--- src/rtl/mc_pkg.sv ---
// mc_pkg: shared definitions for the multicycle controller.
//   - state codes (4-bit, codes 12..15 unused)
//   - opcode constants (Instr[31:26])
//   - ALUSrcB / ALUOp / PCSource encodings
//   - is_mem_state(): states that use the memory wait counter
package mc_pkg;

    typedef enum logic [3:0] {
        StFetch   = 4'd0,
        StDecode  = 4'd1,
        StMemAdr  = 4'd2,
        StMemRd   = 4'd3,
        StMemWb   = 4'd4,
        StMemWr   = 4'd5,
        StRtExe   = 4'd6,
        StRtWb    = 4'd7,
        StBeq     = 4'd8,
        StAddiExe = 4'd9,
        StAddiWb  = 4'd10,
        StJump    = 4'd11
    } state_e;

    localparam logic [5:0] OpRtype = 6'b000000;
    localparam logic [5:0] OpLw    = 6'b100011;
    localparam logic [5:0] OpSw    = 6'b101011;
    localparam logic [5:0] OpBeq   = 6'b000100;
    localparam logic [5:0] OpAddi  = 6'b001000;
    localparam logic [5:0] OpJ     = 6'b000010;

    localparam logic [1:0] SrcBReg   = 2'b00;
    localparam logic [1:0] SrcBFour  = 2'b01;
    localparam logic [1:0] SrcBImm   = 2'b10;
    localparam logic [1:0] SrcBImmSh = 2'b11;

    localparam logic [1:0] AluAdd   = 2'b00;
    localparam logic [1:0] AluSub   = 2'b01;
    localparam logic [1:0] AluFunct = 2'b10;

    localparam logic [1:0] PcAlu    = 2'b00;
    localparam logic [1:0] PcAluOut = 2'b01;
    localparam logic [1:0] PcJump   = 2'b10;

    function automatic logic is_mem_state(input state_e s);
        return (s == StFetch) || (s == StMemRd) || (s == StMemWr);
    endfunction

endpackage

--- src/rtl/multicycle_ctrl_if.sv ---
// multicycle_ctrl_if: opcode input and control outputs of the multicycle controller.
//   master : the controller (drives control signals and State, reads Op)
//   slave  : the datapath (drives Op, reads control signals)
interface multicycle_ctrl_if;
    logic [5:0] Op;
    logic       PCWrite;
    logic       PCWriteCond;
    logic       IorD;
    logic       MemRead;
    logic       MemWrite;
    logic       IRWrite;
    logic       MemtoReg;
    logic       RegDst;
    logic       RegWrite;
    logic       ALUSrcA;
    logic [1:0] ALUSrcB;
    logic [1:0] ALUOp;
    logic [1:0] PCSource;
    logic [3:0] State;

    modport master (
        input  Op,
        output PCWrite, PCWriteCond, IorD, MemRead, MemWrite, IRWrite,
               MemtoReg, RegDst, RegWrite, ALUSrcA, ALUSrcB, ALUOp, PCSource, State
    );

    modport slave (
        output Op,
        input  PCWrite, PCWriteCond, IorD, MemRead, MemWrite, IRWrite,
               MemtoReg, RegDst, RegWrite, ALUSrcA, ALUSrcB, ALUOp, PCSource, State
    );
endinterface

--- src/rtl/mc_wait_cnt.sv ---
// mc_wait_cnt: down-counter that holds a memory state for a fixed number of cycles.
//   clk_i, rst_ni : clock, async active-low reset (counter resets to ResetVal)
//   load_i        : load load_val_i this cycle (takes priority over decrement)
//   load_val_i    : value to load
//   zero_o        : counter currently equals zero
// The counter decrements every cycle until it reaches zero and then holds.
module mc_wait_cnt #(
    parameter int unsigned Width    = 4,
    parameter logic [3:0]  ResetVal = 4'd0
) (
    input  logic             clk_i,
    input  logic             rst_ni,
    input  logic             load_i,
    input  logic [Width-1:0] load_val_i,
    output logic             zero_o
);

    logic [Width-1:0] cnt_q, cnt_d;

    always_comb begin
        cnt_d = cnt_q;
        if (load_i) begin
            cnt_d = load_val_i;
        end else if (cnt_q != '0) begin
            cnt_d = cnt_q - 1'b1;
        end
    end

    always_ff @(posedge clk_i or negedge rst_ni) begin
        if (!rst_ni) begin
            cnt_q <= Width'(ResetVal);
        end else begin
            cnt_q <= cnt_d;
        end
    end

    assign zero_o = (cnt_q == '0);

endmodule

--- src/rtl/multicycle_ctrl.sv ---
// multicycle_ctrl: Moore-FSM control unit for a multicycle MIPS-subset datapath
// (lw, sw, R-type, beq, addi and optionally j).
//   Clk   : system clock, rising edge
//   Rst_n : async active-low reset; forces FETCH and clears all write strobes
//   mc    : multicycle_ctrl_if.master -- Op in, datapath controls and State out
// Parameter MEM_LAT (1..15): cycles spent in each of FETCH / MEMRD / MEMWR.
// Macro MULTICYCLE_CTRL_JUMP_EN: when defined, Op 000010 decodes to the JUMP
// state; otherwise it is treated as an illegal opcode.
module multicycle_ctrl
    import mc_pkg::*;
#(
    parameter int unsigned MEM_LAT = 1
) (
    input  logic               Clk,
    input  logic               Rst_n,
    multicycle_ctrl_if.master  mc
);

    localparam logic [3:0] WaitInit = 4'(MEM_LAT - 1);

    state_e state_q, state_d;
    logic   wait_zero;
    logic   wait_load;

    logic       pc_write, pc_write_cond, iord, mem_read, mem_write, ir_write;
    logic       mem_to_reg, reg_dst, reg_write, alu_src_a;
    logic [1:0] alu_src_b, alu_op, pc_source;

    // Reload the counter whenever a memory state is entered from a different state.
    assign wait_load = (state_d != state_q) && is_mem_state(state_d);

    mc_wait_cnt #(
        .Width    (4),
        .ResetVal (WaitInit)
    ) u_wait_cnt (
        .clk_i      (Clk),
        .rst_ni     (Rst_n),
        .load_i     (wait_load),
        .load_val_i (WaitInit),
        .zero_o     (wait_zero)
    );

    // State register.
    always_ff @(posedge Clk or negedge Rst_n) begin
        if (!Rst_n) begin
            state_q <= StFetch;
        end else begin
            state_q <= state_d;
        end
    end

    // Next-state logic.
    always_comb begin
        state_d = state_q;
        case (state_q)
            StFetch: begin
                if (wait_zero) state_d = StDecode;
            end
            StDecode: begin
                case (mc.Op)
                    OpLw, OpSw: state_d = StMemAdr;
                    OpRtype:    state_d = StRtExe;
                    OpBeq:      state_d = StBeq;
                    OpAddi:     state_d = StAddiExe;
`ifdef MULTICYCLE_CTRL_JUMP_EN
                    OpJ:        state_d = StJump;
`endif
                    default:    state_d = StFetch;
                endcase
            end
            StMemAdr: begin
                if (mc.Op == OpLw) begin
                    state_d = StMemRd;
                end else if (mc.Op == OpSw) begin
                    state_d = StMemWr;
                end else begin
                    state_d = StFetch;
                end
            end
            StMemRd: begin
                if (wait_zero) state_d = StMemWb;
            end
            StMemWr: begin
                if (wait_zero) state_d = StFetch;
            end
            StRtExe:   state_d = StRtWb;
            StAddiExe: state_d = StAddiWb;
            StMemWb, StRtWb, StBeq, StAddiWb: state_d = StFetch;
            // Covers JUMP (returns to FETCH) and, when the jump is disabled or
            // the code is unused, recovers straight to FETCH.
            default:   state_d = StFetch;
        endcase
    end

    // Output decode from registered state and wait flag only.
    always_comb begin
        pc_write      = 1'b0;
        pc_write_cond = 1'b0;
        iord          = 1'b0;
        mem_read      = 1'b0;
        mem_write     = 1'b0;
        ir_write      = 1'b0;
        mem_to_reg    = 1'b0;
        reg_dst       = 1'b0;
        reg_write     = 1'b0;
        alu_src_a     = 1'b0;
        alu_src_b     = SrcBReg;
        alu_op        = AluAdd;
        pc_source     = PcAlu;
        case (state_q)
            StFetch: begin
                mem_read  = 1'b1;
                alu_src_b = SrcBFour;
                // IR and PC only update once the memory word is valid.
                ir_write  = wait_zero;
                pc_write  = wait_zero;
            end
            StDecode: begin
                alu_src_b = SrcBImmSh;
            end
            StMemAdr: begin
                alu_src_a = 1'b1;
                alu_src_b = SrcBImm;
            end
            StMemRd: begin
                mem_read = 1'b1;
                iord     = 1'b1;
            end
            StMemWb: begin
                reg_write  = 1'b1;
                mem_to_reg = 1'b1;
            end
            StMemWr: begin
                mem_write = 1'b1;
                iord      = 1'b1;
            end
            StRtExe: begin
                alu_src_a = 1'b1;
                alu_op    = AluFunct;
            end
            StRtWb: begin
                reg_write = 1'b1;
                reg_dst   = 1'b1;
            end
            StBeq: begin
                alu_src_a     = 1'b1;
                alu_op        = AluSub;
                pc_write_cond = 1'b1;
                pc_source     = PcAluOut;
            end
            StAddiExe: begin
                alu_src_a = 1'b1;
                alu_src_b = SrcBImm;
            end
            StAddiWb: begin
                reg_write = 1'b1;
            end
`ifdef MULTICYCLE_CTRL_JUMP_EN
            StJump: begin
                pc_write  = 1'b1;
                pc_source = PcJump;
            end
`endif
            default: ;
        endcase
    end

    // Write strobes are masked by reset so that FETCH's last-cycle strobes
    // cannot fire while reset is held.
    assign mc.PCWrite     = pc_write & Rst_n;
    assign mc.PCWriteCond = pc_write_cond & Rst_n;
    assign mc.MemWrite    = mem_write & Rst_n;
    assign mc.IRWrite     = ir_write & Rst_n;
    assign mc.RegWrite    = reg_write & Rst_n;
    assign mc.IorD        = iord;
    assign mc.MemRead     = mem_read;
    assign mc.MemtoReg    = mem_to_reg;
    assign mc.RegDst      = reg_dst;
    assign mc.ALUSrcA     = alu_src_a;
    assign mc.ALUSrcB     = alu_src_b;
    assign mc.ALUOp       = alu_op;
    assign mc.PCSource    = pc_source;
    assign mc.State       = state_q;

endmodule

--- src/flat_wrapper.sv ---
// flat-port wrapper written by rule: the top's interface ports become plain ports
module multicycle_ctrl_flat import mc_pkg::*;
#(
    parameter int unsigned MEM_LAT = 1
)
  (Clk, Rst_n, mc_Op, mc_PCWrite, mc_PCWriteCond, mc_IorD, mc_MemRead, mc_MemWrite, mc_IRWrite, mc_MemtoReg, mc_RegDst, mc_RegWrite, mc_ALUSrcA, mc_ALUSrcB, mc_ALUOp, mc_PCSource, mc_State);
  multicycle_ctrl_if mc_i ();
  input  logic Clk;
  input  logic Rst_n;
  input wire logic [$bits(mc_i.Op)-1:0] mc_Op;
  output wire logic [$bits(mc_i.PCWrite)-1:0] mc_PCWrite;
  output wire logic [$bits(mc_i.PCWriteCond)-1:0] mc_PCWriteCond;
  output wire logic [$bits(mc_i.IorD)-1:0] mc_IorD;
  output wire logic [$bits(mc_i.MemRead)-1:0] mc_MemRead;
  output wire logic [$bits(mc_i.MemWrite)-1:0] mc_MemWrite;
  output wire logic [$bits(mc_i.IRWrite)-1:0] mc_IRWrite;
  output wire logic [$bits(mc_i.MemtoReg)-1:0] mc_MemtoReg;
  output wire logic [$bits(mc_i.RegDst)-1:0] mc_RegDst;
  output wire logic [$bits(mc_i.RegWrite)-1:0] mc_RegWrite;
  output wire logic [$bits(mc_i.ALUSrcA)-1:0] mc_ALUSrcA;
  output wire logic [$bits(mc_i.ALUSrcB)-1:0] mc_ALUSrcB;
  output wire logic [$bits(mc_i.ALUOp)-1:0] mc_ALUOp;
  output wire logic [$bits(mc_i.PCSource)-1:0] mc_PCSource;
  output wire logic [$bits(mc_i.State)-1:0] mc_State;
  assign mc_i.Op = mc_Op;
  assign mc_PCWrite = mc_i.PCWrite;
  assign mc_PCWriteCond = mc_i.PCWriteCond;
  assign mc_IorD = mc_i.IorD;
  assign mc_MemRead = mc_i.MemRead;
  assign mc_MemWrite = mc_i.MemWrite;
  assign mc_IRWrite = mc_i.IRWrite;
  assign mc_MemtoReg = mc_i.MemtoReg;
  assign mc_RegDst = mc_i.RegDst;
  assign mc_RegWrite = mc_i.RegWrite;
  assign mc_ALUSrcA = mc_i.ALUSrcA;
  assign mc_ALUSrcB = mc_i.ALUSrcB;
  assign mc_ALUOp = mc_i.ALUOp;
  assign mc_PCSource = mc_i.PCSource;
  assign mc_State = mc_i.State;
  multicycle_ctrl #(.MEM_LAT(MEM_LAT)) u_core (.Clk(Clk), .Rst_n(Rst_n), .mc(mc_i));
endmodule
--- config.mk ---
export PLATFORM = sky130hd
export DESIGN_NAME = multicycle_ctrl_flat
export DESIGN_NICKNAME = d
export VERILOG_FILES = /design/src/rtl/mc_pkg.sv /design/src/rtl/multicycle_ctrl_if.sv /design/src/rtl/mc_wait_cnt.sv /design/src/rtl/multicycle_ctrl.sv /design/src/flat_wrapper.sv
export SDC_FILE = /design/constraint.sdc
export NUM_CORES = 1
export LEC_CHECK = 0
export ABC_AREA = 0
export BUFFER_PORTS_ARGS = -buffer_cell sky130_fd_sc_hd__clkbuf_2
export CAP_MARGIN = 40
export CORE_MARGIN = 2
export CORE_UTILIZATION = 49
export CTS_CLUSTER_DIAMETER = 150
export DETAILED_ROUTE_END_ITERATION = 6
export PLACE_DENSITY_LB_ADDON = 0.05
export SLEW_MARGIN = 10
export SYNTH_ARGS = -nofsm -noshare
export SYNTH_HDL_FRONTEND = slang
export SYNTH_SLANG_ARGS = --single-unit
export TNS_END_PERCENT = 50
--- constraint.sdc ---
create_clock -name Clk -period 4.7 [get_ports Clk]
set_input_delay 0 -clock Clk [delete_from_list [all_inputs] [get_ports Clk]]
set_output_delay 0 -clock Clk [all_outputs]
set_load 0.005 [all_outputs]
; ---- Word-level counts from Yosys, hierarchy flattened
; Cells that the tools add are included.
; Widths: inputs -> output; s select.
[totals]
reg_bits = 8
latch_bits = 0
mem_bits_rw = 0
romBits = 0
inputBits = 8
out_inout_bits = 20
word_cells = 60
memories = 0
[op_classes]
n_addsub = 1
multipliers = 0
n_div = 0
magnitude_cmp = 0
eq_ne = 17
shifts = 0
n_mux = 21
bitwise = 4
n_reduce_logical = 15
[ops]
columns = operator, count
row1 = $pmux 4 s7, 1
row2 = $mux 4, 6
row3 = $eq 4x3->1 const B, 5
row4 = $pmux 4 s4, 1
row5 = $eq 4x2->1 const B, 3
row6 = $eq 4x4->1 const B, 3
row7 = $eq 6x6->1 const B, 2
row8 = $logic_not 4->1, 3
row9 = $mux 1, 10
row10 = $reduce_or 2->1, 4
row11 = $eq 6x3->1 const B, 1
row12 = $eq 6x4->1 const B, 1
row13 = $logic_not 6->1, 1
row14 = $pmux 2 s3, 1
row15 = $and 1x1->1, 4
row16 = $eq 4x1->1 const B, 1
row17 = $ne 4x4->1, 1
row18 = $pmux 2 s2, 1
row19 = $reduce_bool 4->1, 1
row20 = $reduce_or 4->1, 1
row21 = $sub 4x1->4 const B, 1
row22 = $mux 3, 1
row23 = $reduce_or 3->1, 1
row24 = $logic_or 1x1->1, 2
row25 = other kinds (2), 2

; ---- Logic depth before layout (Yosys ltp)
; Gate-level depths: netlist of the first run.
[depth]
word_depth = 9
depth_mapped = 8
depth_no_buf = 8

; ---- Modules after synthesis
; A second synthesis of the first run with hierarchy kept.
[hier_totals]
cells_unflattened = 110
hier_area_um2 = 952.2
[by_module_without_submodules]
columns = module, n_inst, cells_per_inst, area_each_um2, seq_area_each_um2
row1 = multicycle_ctrl, 1, 88, 718.2, 100.1
row2 = mc_wait_cnt, 1, 22, 234.0, 100.1

; ---- Worst setup path after synthesis of the first run
; Ideal clock, no wire load.
[synth_timing]
path_kind = reg-to-reg
start = register u_core.u_wait_cnt.cnt_q[0]
end = register u_core.u_wait_cnt.cnt_q[3]
setup_ns = 0.129
t_arrival_ns = 1.891
required_ns = 4.571
path_slack_ns = 2.681
path_stages_with_launch = 9
n_path_buf = 0
synth_period_minus_slack_ns = 2.019
cell_sequence = dfrtp_1 inv_1 ha_1 or3b_4 and3_1 a211oi_2 o32ai_1 a32oi_2 nor2_1
[synth_via]
elab_chain_cells = 8
word_cells_on_any_way = 17
classes_between = add/sub (1) / eq/ne (3) / mux (6) / reduce/logical (7)
[synth_lines]
columns = element, line
row1 = start: declaration, mc_wait_cnt.sv:18  ; logic [Width-1:0] cnt_q, cnt_d;
row2 = start signal: assignment, mc_wait_cnt.sv:31  ; cnt_q <= Width'(ResetVal);
row3 = start signal: assignment, mc_wait_cnt.sv:33  ; cnt_q <= cnt_d;
row4 = $logic_not 4->1, mc_wait_cnt.sv:37  ; assign zero_o = (cnt_q == '0);
row5 = $mux 4 (on tied branches), "multicycle_ctrl.sv:84, multicycle_ctrl.sv:57, multicycle_ctrl.sv:81"
row6 = $pmux 4 s7, multicycle_ctrl.sv:55  ; case (state_q)
row7 = $eq 4x2->1 / $logic_not 4->1 (equally long branches), mc_pkg.sv:44  ; return (s == StFetch) || (s == StMemRd) || (s == StMemWr);
row8 = $logic_or 1x1->1 (2 in a row), mc_pkg.sv:44
row9 = $logic_and 1x1->1, multicycle_ctrl.sv:30  ; assign wait_load = (state_d != state_q) && is_mem_state(state_d);
row10 = $mux 4 / $reduce_bool 2->1 (equally long branches), -
; Several ways; a longest one is shown, not always the timed one. The select of a mux whose other input is x is not followed.
; A chain may end at the register's enable or synchronous reset.

; ---- Final worst setup path of the first run
[layout_timing]
start = register u_core.state_q[0] (netlist: u_core.mc.State[0])
end = register u_core.u_wait_cnt.cnt_q[1]
[layout_via]
elab_chain_cells = 7
word_cells_on_any_way = 20
classes_between = eq/ne (9) / mux (5) / reduce/logical (6)
[layout_lines]
columns = element, line
row1 = start: declaration, multicycle_ctrl.sv:21  ; state_e state_q, state_d;
row2 = start signal: assignment, multicycle_ctrl.sv:46  ; state_q <= StFetch;
row3 = start signal: assignment, multicycle_ctrl.sv:48  ; state_q <= state_d;
row4 = $eq 4x4->1 (tied with other cells), multicycle_ctrl.sv:55
row5 = $pmux 4 s7, multicycle_ctrl.sv:55
row6 = $eq 4x2->1 / $logic_not 4->1 (equally long branches), mc_pkg.sv:44
row7 = $logic_or 1x1->1 (2 in a row), mc_pkg.sv:44
row8 = $logic_and 1x1->1 (*), multicycle_ctrl.sv:30
row9 = $mux 4 / $reduce_bool 2->1 (equally long branches), -
; Every way passes the cells marked *; elsewhere a longest branch is shown, timed or not.

==> PnR_summary.wiki, run 1 <==
{| class="wikitable"
! Metric !! Value
|-
| Total length of routed wires || 2.42 mm
|-
| Final Core Density || 60.0%
|-
| Post-DR vias/cell || 6.11
|-
| Area growth from synthesis to layout || 11.9%
|-
| Die extent in x || 47.9 µm
|-
| First-pass detailed-route iteration total || 4
|-
| Clock net sink count || 8
|-
| DRT antenna net count || 0
|-
| Aggregate global routing overflow || 0
|-
| Number of buffers added by the clock tree synthesis step || 3
|-
| RSZ-0062 raised after global routing || false
|-
| Pin slew with the least headroom to its limit || 0.718 ns
|-
| Top-level port count || 28
|-
| Maximum clock path buffer count || 2
|-
| Number of flip-flops and latches in the synthesized netlist || 8
|-
| Sort of element at the end of the critical path || register
|-
| Effective utilization at floorplan || 53.6%
|-
| Worst EP arrival || 2.61 ns
|-
| Core Region || 0.00176 mm²
|-
| Combinational group share of total power || 51.4%
|-
| Final count of hold timing violations || 0
|-
| Number of enable-type register cells in the synthesized netlist || 0
|-
| Internal power || 0.188 mW
|-
| Element type at the critical path start || register
|-
| Share of power burned in the clock network || 15.4%
|-
| Number of maximum-capacitance violations || 0
|-
| CP Max Fanout || 24
|-
| Largest clock skew in the final design || 0.0103 ns
|-
| DRC errors left || 0
|-
| Post-detailed-route wirelength per cell || 15.0 µm
|-
| Time the worst path needs with I/O delays and setup || 2.46 ns
|-
| Number of warnings issued by yosys || 0
|-
| Routed wl met3 || 218 µm
|-
| Fraction of final layout cells with drive strength greater than 1 || 32.4%
|-
| Leakage power total || 0.496 nW
|-
| Via count || 984
|-
| Crit-path slowest cell || dfrtp_1
|-
| Number of nets produced by synthesis || 126
|-
| Syn Area/Cell || 8.08 µm²
|-
| H-tree depth || 1
|-
| Worst Setup Path Type || reg2reg
|-
| Routed metal-1 wire length || 1.08 mm
|-
| Flip-flop cell with the highest count after synthesis || dfrtp_1
|-
| Unique masters post-synth || 57
|-
| Post-CTS clock slew at the launch and capture registers of the worst setup and hold paths || 0.05 ns
|-
| Vias in the first global route || 847
|-
| Met2 wire len || 1.07 mm
|-
| Global-route total usage across every layer || 23.8%
|-
| Largest voltage drop on the vdd net || 0.000302 V
|-
| Slew margin rel. || 52.1%
|-
| Final max-slew violation count || 0
|-
| Final Wtd Congestion || 0.919
|-
| Largest net degree at the start of global routing || 25
|-
| Clk_lat worst skew || 0.26 ns
|-
| Number of nets in the finished design || 147
|-
| Global-route wire length before repair || 3.79 mm
|-
| Share of the clock period used by the worst path || 52.3%
|-
| Number of buffer cells added on primary ports || 26
|-
| Vert. Die Dim || 47.9 µm
|-
| Class of the tightest hold or removal check || in2reg
|-
| Antenna diode count || 0
|-
| Clock tree from TritonCTS || yes
|-
| Register area share after synthesis || 21.2%
|-
| Leading cell types in the layout, fill and taps excluded || clkbuf_2, nor2_1, nor3_1, dfrtp_1
|-
| Most common library cell in the layout ignoring fill and taps || clkbuf_2
|-
| Relative contribution of sequential cells to total power || 33.2%
|-
| Total of endpoints with negative setup slack in the final report || 0
|-
| Top layer used by detailed routing || met4
|-
| Post-DP HPWL || 1.79 mm
|-
| Post-cts repair resize count || 0
|-
| Required time of the critical path || 4.85 ns
|-
| Initial antenna violation count || 0
|-
| Synthesized area || 946 µm²
|-
| Run status || finished, final reports clean
|-
| Root buffer cell || clkbuf_4
|-
| Number of core rows || 15
|-
| DR iter-0 viols || 38
|-
| Power per cell area || 328 mW/mm²
|-
| Switching power || 0.159 mW
|-
| Fraction of synthesis flops using an asynchronous set or reset pin || 100%
|-
| Fraction of power spent switching nets || 45.9%
|-
| Maximum achievable frequency || 0.407 GHz
|-
| Number of cells produced by synthesis || 117
|-
| Die outline area || 0.00230 mm²
|-
| Sum of negative setup slack || 0 ns
|-
| Critical path cell sequence || or2b_1, or2_1, o311ai_0, a2bb2oi_1, a32oi_2, a211oi_2
|-
| Maximum single-stage delay on the critical path || 0.79 ns
|}
[power groups by stage]
stage | sequential [mW] | combinational, mW | clock, mW
floorplan | 0.0835 | 0.156 | 0
finish | 0.115 | 0.178 | 0.0534
detailed placement | 0.116 | 0.175 | 0
CTS | 0.114 | 0.176 | 0.0563
global placement | 0.111 | 0.173 | 0
global route | 0.118 | 0.194 | 0.0606
[layer usage]
metal | vias up | GRT usage [%]
li1 | 467 | -
met1 | 447 | 31.1
met2 | 62 | 36.5
met3 | 8 | 6.79
met4 | 0 | 10.3
met5 | - | 0
[final cells by class]
class	instances	area [µm²]
Fill cell	185	706
Multi-Input combinational cell	94	649
Sequential cell	8	200
Timing Repair Buffer	27	140
Tap cell	25	31.3
Clock buffer	3	22.5
Inverter	4	15.0
[registers in the layout, indices dropped and copies added, names as in the netlist]
name / flops
u_core.mc.State: 4
u_core.u_wait_cnt.cnt_q: 4
[critical path, delay by kind of cell, from the launching register on]
| kind | cells | cell delay, ns |
|---|---|---|
| flops | 1 | 0.79 |
| simple gates | 2 | 0.66 |
| compound gates | 4 | 0.90 |
[stage by stage]
| stage | power [mW] | instance area [µm²] | cells | setup slack [ns] | hold slack [ns] |
|---|---|---|---|---|---|
| finish | 0.347 | 1060 | 161 | 2.24 | 0.0963 |
| global route | 0.373 | 1060 | 161 | 2.12 | 0.103 |
| CTS | 0.347 | 1060 | 161 | 2.28 | 0.0821 |
| detailed placement | 0.291 | 1030 | 157 | 2.30 | -0.137 |
| global placement | 0.285 | 1030 | 157 | 2.43 | -0.141 |
| floorplan | 0.239 | 946 | 117 | 2.68 | -0.296 |
[worst paths after layout]
kind                                              end                  startpoint  depth (start not counted)  slack, ns
setup reg to reg           u_core.u_wait_cnt.cnt_q[1]          u_core.mc.State[0]                          6       2.24
min in group asynchronous          u_core.mc.State[2]                       Rst_n                          2       0.11
setup / recovery           u_core.u_wait_cnt.cnt_q[1]          u_core.mc.State[0]                          6       2.24
hold reg to reg            u_core.u_wait_cnt.cnt_q[0]  u_core.u_wait_cnt.cnt_q[0]                          3       0.63
hold / removal                     u_core.mc.State[0]                    mc_Op[3]                          3        0.1
max in group asynchronous          u_core.mc.State[0]                       Rst_n                          2       4.39
[cell usage after synthesis (all sizes together), types with 2 or more instances]
cell type  number  area (µm²)
nor2           12        47.6
buf             9        70.1
dfrtp           8         200
nor3            8        40.0
a21oi           7        35.0
nand2b          7        43.8
nand2           5        18.8
o21ai           5        25.0
inv             4        15.0
and3            3        18.8
nand3           3        15.0
a211oi          2        25.0
and2b           2        17.5
and4bb          2        25.0
clkbuf          2        11.3
nand3b          2        15.0
nor4            2        18.8
o22ai           2        12.5
or2             2        12.5
or2b            2        15.0
or3b            2        20.0
xnor2           2        17.5
[logic make-up (layout without fill, tap and decap cells)]
logic type               count (synthesis)  count (layout)  synth area share [%]
AO/OA/AOI/OAI                           31              31                  25.0
XOR/XNOR                                 3               3                  2.78
adder cells (fa/ha/maj)                  1               1                  1.32
buffers and inverters                   15              34                  10.2
flip-flops                               8               8                  21.2
other                                    1               1                 0.396
AND/OR/NAND/NOR                         58              58                  39.2
[timing repair]
action | CTS | global route
hold buffers | 1 | 0
setup buffers | 0 | 0
hold endpoints to repair | 8 | 0
(Power assumes the default switching activity.)
==> inputs of run 2 (changes only) <==
==> constraint.sdc (replaced) <==
create_clock -name Clk -period 2.5 [get_ports Clk]
set_input_delay 0 -clock Clk [delete_from_list [all_inputs] [get_ports Clk]]
set_output_delay 0 -clock Clk [all_outputs]
set_load 0.005 [all_outputs]
==> PnR_summary.wiki, run 2 (synthesized netlist as in run 1, its figures left out) <==
{| class="wikitable"
! Metric !! Value
|-
| Most common library cell in the layout ignoring fill and taps || clkbuf_2
|-
| Antenna diode count || 0 (unchanged)
|-
| Share of the clock period used by the worst path || 90.5% (+38 points)
|-
| Vert. Die Dim || 47.9 µm (unchanged)
|-
| Post-DR vias/cell || 5.79 (-5.2%)
|-
| Leakage power total || 0.506 nW (+2.1%)
|-
| Via count || 944 (-4.1%)
|-
| Number of maximum-capacitance violations || 0 (unchanged)
|-
| Final max-slew violation count || 0 (unchanged)
|-
| Register-to-Register Path Depth || 8 (+2)
|-
| Effective utilization at floorplan || 53.6% (unchanged)
|-
| Buffer count from post-CTS setup fixing || 0 (unchanged)
|-
| Global-route wire length before repair || 3.76 mm (-0.74%)
|-
| Smallest hold slack || 0.105 ns (+0.00856 ns)
|-
| Post-CTS clock slew at the launch and capture registers of the worst setup and hold paths || 0.05 ns (about the same)
|-
| Maximum achievable frequency || 0.442 GHz (+8.7%)
|-
| Number of buffers added by the clock tree synthesis step || 3 (unchanged)
|-
| Total length of routed wires || 2.33 mm (-3.9%)
|-
| Aggregate global routing overflow || 0 (unchanged)
|-
| Largest clock skew in the final design || 0.00539 ns (-0.00488 ns)
|-
| RSZ-0062 raised after global routing || false
|-
| DRT antenna net count || 0 (unchanged)
|-
| Fraction of final layout cells with drive strength greater than 1 || 33.3% (+0.98 points)
|-
| Clock net sink count || 8 (unchanged)
|-
| Run status || finished, final reports clean
|-
| Number of buffer cells added on primary ports || 26 (unchanged)
|-
| DR iter-0 viols || 23 (-39%)
|-
| Post-detailed-route wirelength per cell || 14.3 µm (-5.1%)
|-
| Global-route total usage across every layer || 23.7% (-0.11 points)
|-
| End point of the critical path || u_core.u_wait_cnt.cnt_q[0]
|-
| Die outline area || 0.00230 mm² (unchanged)
|-
| Clk_lat worst skew || 0.26 ns (about the same)
|-
| Initial antenna violation count || 0 (unchanged)
|-
| Final count of hold timing violations || 0 (unchanged)
|-
| Time the worst path needs with I/O delays and setup || 2.26 ns (-0.196 ns)
|-
| DRC errors left || 0 (unchanged)
|-
| Largest voltage drop on the vdd net || 0.000526 V (+74%)
|-
| Worst Setup Path Type || reg2reg
|-
| Largest net degree at the start of global routing || 21 (-16%)
|-
| Sum of negative setup slack || 0 ns (unchanged)
|-
| Element type at the critical path start || register
|-
| Maximum clock path buffer count || 2 (unchanged)
|-
| H-tree depth || 1 (unchanged)
|-
| Post-DP HPWL || 1.70 mm (-4.9%)
|-
| Post-cts repair resize count || 0 (unchanged)
|-
| Number of nets in the finished design || 149 (+1.4%)
|-
| Number of core rows || 15 (unchanged)
|-
| Leading cell types in the layout, fill and taps excluded || clkbuf_2, nor2_1, nor3_1, dfrtp_1
|-
| Class of the tightest hold or removal check || in2reg
|-
| Power per cell area || 611 mW/mm² (+87%)
|-
| Top-level port count || 28 (unchanged)
|-
| Core Region || 0.00176 mm² (unchanged)
|-
| Final Wtd Congestion || 0.899 (-2.2%)
|-
| Minimum setup slack among reg-to-reg paths || 0.24 ns (-2.00 ns)
|-
| Critical path origin || u_core.u_wait_cnt.cnt_q[0]
|-
| First-pass detailed-route iteration total || 4 (unchanged)
|-
| Clock tree from TritonCTS || yes
|-
| Slew margin rel. || 62.7% (+11 points)
|-
| Area growth from synthesis to layout || 13.5%
|-
| Worst EP arrival || 2.39 ns (-0.22 ns)
|-
| Sort of element at the end of the critical path || register
|-
| CP Max Fanout || 5 (-79%)
|-
| Die extent in x || 47.9 µm (unchanged)
|-
| Vias in the first global route || 857 (+1.2%)
|-
| Total of endpoints with negative setup slack in the final report || 0 (unchanged)
|-
| End of the worst register-to-register path || u_core.u_wait_cnt.cnt_q[0]
|-
| Root buffer cell || clkbuf_4
|-
| Pin slew with the least headroom to its limit || 0.559 ns (-0.159 ns)
|-
| Launching point of the worst reg2reg path || u_core.u_wait_cnt.cnt_q[0]
|-
| Required time of the critical path || 2.63 ns (-2.22 ns)
|}
==> run 2: layout make-up <==
class / instances / area, µm²
Sequential cell: 8 / 200
Tap cell: 25 / 31.3
Multi-Input combinational cell: 94 / 649
Fill cell: 201 / 691
Inverter: 4 / 15.0
Timing Repair Buffer: 29 / 155
Clock buffer: 3 / 22.5
==> run 2: power by group <==
group          total (mW)  internal [mW]  switching (mW)  leakage, nW
logic               0.392          0.169           0.223        0.383
registers           0.167          0.142          0.0248        0.109
clock network      0.0981         0.0549          0.0432       0.0138
==> run 2: timing repair <==
| action | CTS | global route |
|---|---|---|
| endpoints found under the setup margin | 0 | 0 |
| hold buffers | 1 | 0 |
| hold endpoints to repair | 8 | 0 |
==> run 2: how the worst min path moves through the flow <==
stage / from / endpoint / slack [ns] / cells past startpoint
after global placement: Rst_n / u_core.mc.State[3] / -0.14 / 1
after detailed placement: Rst_n / u_core.mc.State[3] / -0.14 / 1
after global routing: mc_Op[3] / u_core.mc.State[0] / 0.11 / 3
after floorplan: Rst_n / u_core.mc.State[0] / -0.30 / 0
final: mc_Op[3] / u_core.mc.State[0] / 0.10 / 3
after CTS: mc_Op[3] / u_core.mc.State[0] / 0.09 / 3
==> run 2: worst max-delay path, stage by stage, from the launching register on <==
cell and delay, ns:
dfrtp_1 0.37, inv_1 0.09, ha_1 0.23, or3b_4 0.43
and3_1 0.21, a211oi_2 0.24, o32ai_1 0.14, a32oi_2 0.34
nor2_1 0.09
==> run 2: through the flow <==
step / cells / total power, mW / cell area, µm² / worst slack [ns] / utilization, %
3_3_place_gp: 159 / 0.554 / 1040 / 0.295 / 59.0
5_1_grt: 163 / 0.714 / 1070 / 0.163 / 60.9
2_1_floorplan: 117 / 0.449 / 946 / 0.481 / -
4_1_cts: 163 / 0.660 / 1070 / 0.234 / 60.9
3_5_place_dp: 159 / 0.554 / 1040 / 0.275 / 59.0
6_report: 163 / 0.656 / 1070 / 0.236 / 60.9
==> run 2: per-layer routing <==
metal | share of wire (%) | vias to the layer above | track usage [%]
met5 | 0 | - | 0
li1 | - | 479 | -
met2 | 45 | 36 | 38.4
met4 | 1.3 | 0 | 7.57
met1 | 48 | 424 | 30.0
met3 | 5.2 | 5 | 7.17
==> inputs of run 3 (changes only) <==
--- a/config.mk
+++ b/config.mk
@@ -5,13 +5,14 @@
 export SDC_FILE = /design/constraint.sdc
 export NUM_CORES = 1
 export LEC_CHECK = 0
-export ABC_AREA = 0
+export ABC_AREA = 1
 export BUFFER_PORTS_ARGS = -buffer_cell sky130_fd_sc_hd__clkbuf_2
 export CAP_MARGIN = 40
 export CORE_MARGIN = 2
 export CORE_UTILIZATION = 49
 export CTS_CLUSTER_DIAMETER = 150
 export DETAILED_ROUTE_END_ITERATION = 6
+export HOLD_SLACK_MARGIN = 0.05
 export PLACE_DENSITY_LB_ADDON = 0.05
 export SLEW_MARGIN = 10
 export SYNTH_ARGS = -nofsm -noshare
==> PnR_summary.wiki, run 3 <==
{| class="wikitable"
! Metric !! Value
|-
| Final Wtd Congestion || 0.858 (-4.5%)
|-
| Number of maximum-capacitance violations || 0 (unchanged)
|-
| CP bufs+invs || 1 (unchanged)
|-
| Critical path origin || u_core.u_wait_cnt.cnt_q[0]
|-
| Number of core rows || 15 (unchanged)
|-
| Clock tree from TritonCTS || yes
|-
| Root buffer cell || clkbuf_4
|-
| Area share of the leading cell type in the synthesized netlist || 21.7% (+0.55 points)
|-
| Minimum setup slack among reg-to-reg paths || 0.73 ns (+0.49 ns)
|-
| CP Max Fanout || 5 (unchanged)
|-
| End point of the critical path || u_core.u_wait_cnt.cnt_q[3]
|-
| Worst EP arrival || 1.95 ns (-0.44 ns)
|-
| Number of warnings issued by yosys || 0 (unchanged)
|-
| Final count of hold timing violations || 0 (unchanged)
|-
| Run status || finished, final reports clean
|-
| Register-to-Register Path Depth || 12 (+4)
|-
| Largest voltage drop on the vdd net || 0.000438 V (-17%)
|-
| Most instantiated library cell after synthesis || nand2_1
|-
| Element type at the critical path start || register
|-
| Number of buffers added by the clock tree synthesis step || 3 (unchanged)
|-
| Buffer count from post-CTS setup fixing || 0 (unchanged)
|-
| Power per cell area || 623 mW/mm² (+1.9%)
|-
| Number of nets produced by synthesis || 158 (+25%)
|-
| Total stage count of the critical path || 12 (+4)
|-
| Post-detailed-route wirelength per cell || 9.97 µm (-30%)
|-
| Critical path cell sequence || inv_1, ha_1, nand2_1, nor2_1, nor2_1, nor2_2, nand2_1, nor2_2, nor2_1, nand2_1, nand3_2, a21oi_1
|-
| Sort of element at the end of the critical path || register
|-
| Post-CTS clock slew at the launch and capture registers of the worst setup and hold paths || 0.05 ns (about the same)
|-
| Fraction of synthesis flops using an asynchronous set or reset pin || 100% (unchanged)
|-
| Maximum single-stage delay on the critical path || 0.35 ns (-0.08 ns)
|-
| Post-synth top area cell || dfrtp_1
|-
| Largest net degree at the start of global routing || 11 (-48%)
|-
| Final max-slew violation count || 0 (unchanged)
|-
| Class of the tightest hold or removal check || in2reg
|-
| Number of nets in the finished design || 187 (+26%)
|-
| Vert. Die Dim || 47.4 µm (-1.2%)
|-
| DR iter-0 viols || 23 (unchanged)
|-
| Clk_lat worst skew || 0.25 ns (about the same)
|-
| Number of flip-flops and latches in the synthesized netlist || 8 (unchanged)
|-
| Top-level port count || 28 (unchanged)
|-
| Post-DP HPWL || 1.73 mm (+1.5%)
|-
| Crit-path slowest cell || dfrtp_1
|-
| Launching point of the worst reg2reg path || u_core.u_wait_cnt.cnt_q[0]
|-
| Required time of the critical path || 2.68 ns (+0.05 ns)
|-
| Most common library cell in the layout ignoring fill and taps || clkbuf_2
|-
| Synthesized area || 922 µm² (-2.5%)
|-
| Global-route total usage across every layer || 21.1% (-2.6 points)
|-
| DRT antenna net count || 0 (unchanged)
|-
| Maximum achievable frequency || 0.564 GHz (+28%)
|-
| Aggregate global routing overflow || 0 (unchanged)
|-
| Number of enable-type register cells in the synthesized netlist || 0 (unchanged)
|-
| End of the worst register-to-register path || u_core.u_wait_cnt.cnt_q[3]
|-
| Area growth from synthesis to layout || 18.6%
|-
| Number of cells produced by synthesis || 149 (+27%)
|-
| Time the worst path needs with I/O delays and setup || 1.77 ns (-0.490 ns)
|-
| Total of endpoints with negative setup slack in the final report || 0 (unchanged)
|-
| Post-DR vias/cell || 4.73 (-18%)
|-
| Worst Setup Path Type || reg2reg
|-
| Antenna diode count || 0 (unchanged)
|-
| Flip-flop cell with the highest count after synthesis || dfrtp_1
|-
| H-tree depth || 1 (unchanged)
|-
| Vias in the first global route || 777 (-9.3%)
|-
| Number of buffer cells added on primary ports || 26 (unchanged)
|-
| Effective utilization at floorplan || 52.8% (-0.79 points)
|-
| Post-cts repair resize count || 0 (unchanged)
|-
| Post-route design area || 0.00109 mm² (+1.9%)
|-
| Core Region || 0.00175 mm² (-1.1%)
|-
| Unique masters post-synth || 22 (-61%)
|-
| DRC errors left || 0 (unchanged)
|-
| Die extent in x || 47.4 µm (-1.2%)
|-
| Leakage power total || 0.670 nW (+32%)
|-
| RSZ-0062 raised after global routing || false
|-
| Fraction of final layout cells with drive strength greater than 1 || 38.6% (+5.3 points)
|-
| Die outline area || 0.00224 mm² (-2.3%)
|-
| Cell family with the largest share of critical-path delay || simple AND/OR/NAND/NOR gates
|-
| Clock net sink count || 8 (unchanged)
|-
| Initial antenna violation count || 0 (unchanged)
|-
| Leading cell types in the layout, fill and taps excluded || clkbuf_2, nand2_1, nor2_1, inv_1
|-
| Register area share after synthesis || 21.7% (+0.55 points)
|-
| Share of the clock period used by the worst path || 70.9% (-20 points)
|-
| Maximum clock path buffer count || 2 (unchanged)
|-
| Dominant cells by area after synthesis || dfrtp_1, nand2_1, nor2_1, nand2_2, nor2_2
|-
| Commonest cells post-synth || nand2_1, nor2_1, inv_1, nand2_2, nor2_2
|-
| Global-route wire length before repair || 3.32 mm (-12%)
|-
| Total length of routed wires || 2.00 mm (-14%)
|-
| Syn Area/Cell || 6.19 µm² (-23%)
|-
| Area after detailed placement || 0.00106 mm² (+1.9%)
|-
| Largest clock skew in the final design || 0.00201 ns (-0.00338 ns)
|-
| First-pass detailed-route iteration total || 4 (unchanged)
|-
| Sum of negative setup slack || 0 ns (unchanged)
|-
| Via count || 951 (+0.74%)
|}
-- run 3: cell types whose count changed in the layout (fill, tap and decap cells not counted), sizes merged, moves of 3 or more --
cell    before  now
and3         3    0
nand2        5   42
nor3         8    2
nand3        3   14
nand2b       7    0
nor2        12   38
inv          4   25
-- run 3: layer usage --
layer	GRT usage [%]	vias up	part of all wire (%)
li1	-	509	-
met5	0	-	0
met2	32.4	35	44
met4	1.67	0	0
met3	5.77	0	7.8
met1	30.8	407	49
-- run 3: tightest hold or removal path: cells and delay by family --
kind	cells	cell delay [ns]
xor gates and xnor gates	1	0.06
and+or+nand+nor	2	0.13
buffers and inverters	1	0.11
-- run 3: cell families after synthesis --
| kind of cell | count (synthesis) | share of synthesized area (%) |
|---|---|---|
| XOR/XNOR | 2 | 1.90 |
| adder cells (fa/ha/maj) | 1 | 1.36 |
| AO/OA/AOI/OAI | 11 | 6.24 |
| AND/OR/NAND/NOR | 98 | 55.8 |
| other | 1 | 0.407 |
| flip-flops | 8 | 21.7 |
| buffers and inverters | 28 | 12.6 |
-- run 3: final cells by class --
type	instances	area, µm²
multi-input combinational	113	606
sequential	8	200
tap	25	31.3
timing repair buffer	27	140
clock buffer	3	22.5
inverter	25	93.8
fill	187	652
-- run 3: stage by stage --
step	utilization [%]	hold slack, ns	total power, mW	setup WS (ns)	std cells
after CTS	62.7	0.106	0.693	0.713	201
after global routing	62.7	0.143	0.750	0.496	201
final	62.7	0.110	0.681	0.727	201
after detailed placement	60.8	-0.130	0.591	0.722	197
after floorplan	-	-0.296	0.484	0.875	149
after global placement	60.8	-0.133	0.591	0.757	197
-- run 3: how the worst min path moves through the flow --
stage / start / to / cells after the start
2_1_floorplan: Rst_n / u_core.mc.State[0] / 0
3_3_place_gp: Rst_n / u_core.mc.State[1] / 1
3_5_place_dp: Rst_n / u_core.mc.State[1] / 1
4_1_cts: mc_Op[3] / u_core.mc.State[3] / 4
5_1_grt: mc_Op[3] / u_core.mc.State[3] / 4
6_report: mc_Op[3] / u_core.mc.State[3] / 4
-- run 3: timing repair --
action / CTS / global route
hold buffers: 1 / 0
hold endpoints to repair: 8 / 0
endpoints found under the setup margin: 0 / 0
-- run 3: power breakdown --
group / internal (mW) / switching, mW
sequential: 0.142 / 0.0279
clock: 0.0546 / 0.0399
combinational: 0.151 / 0.265
total: 0.348 / 0.333
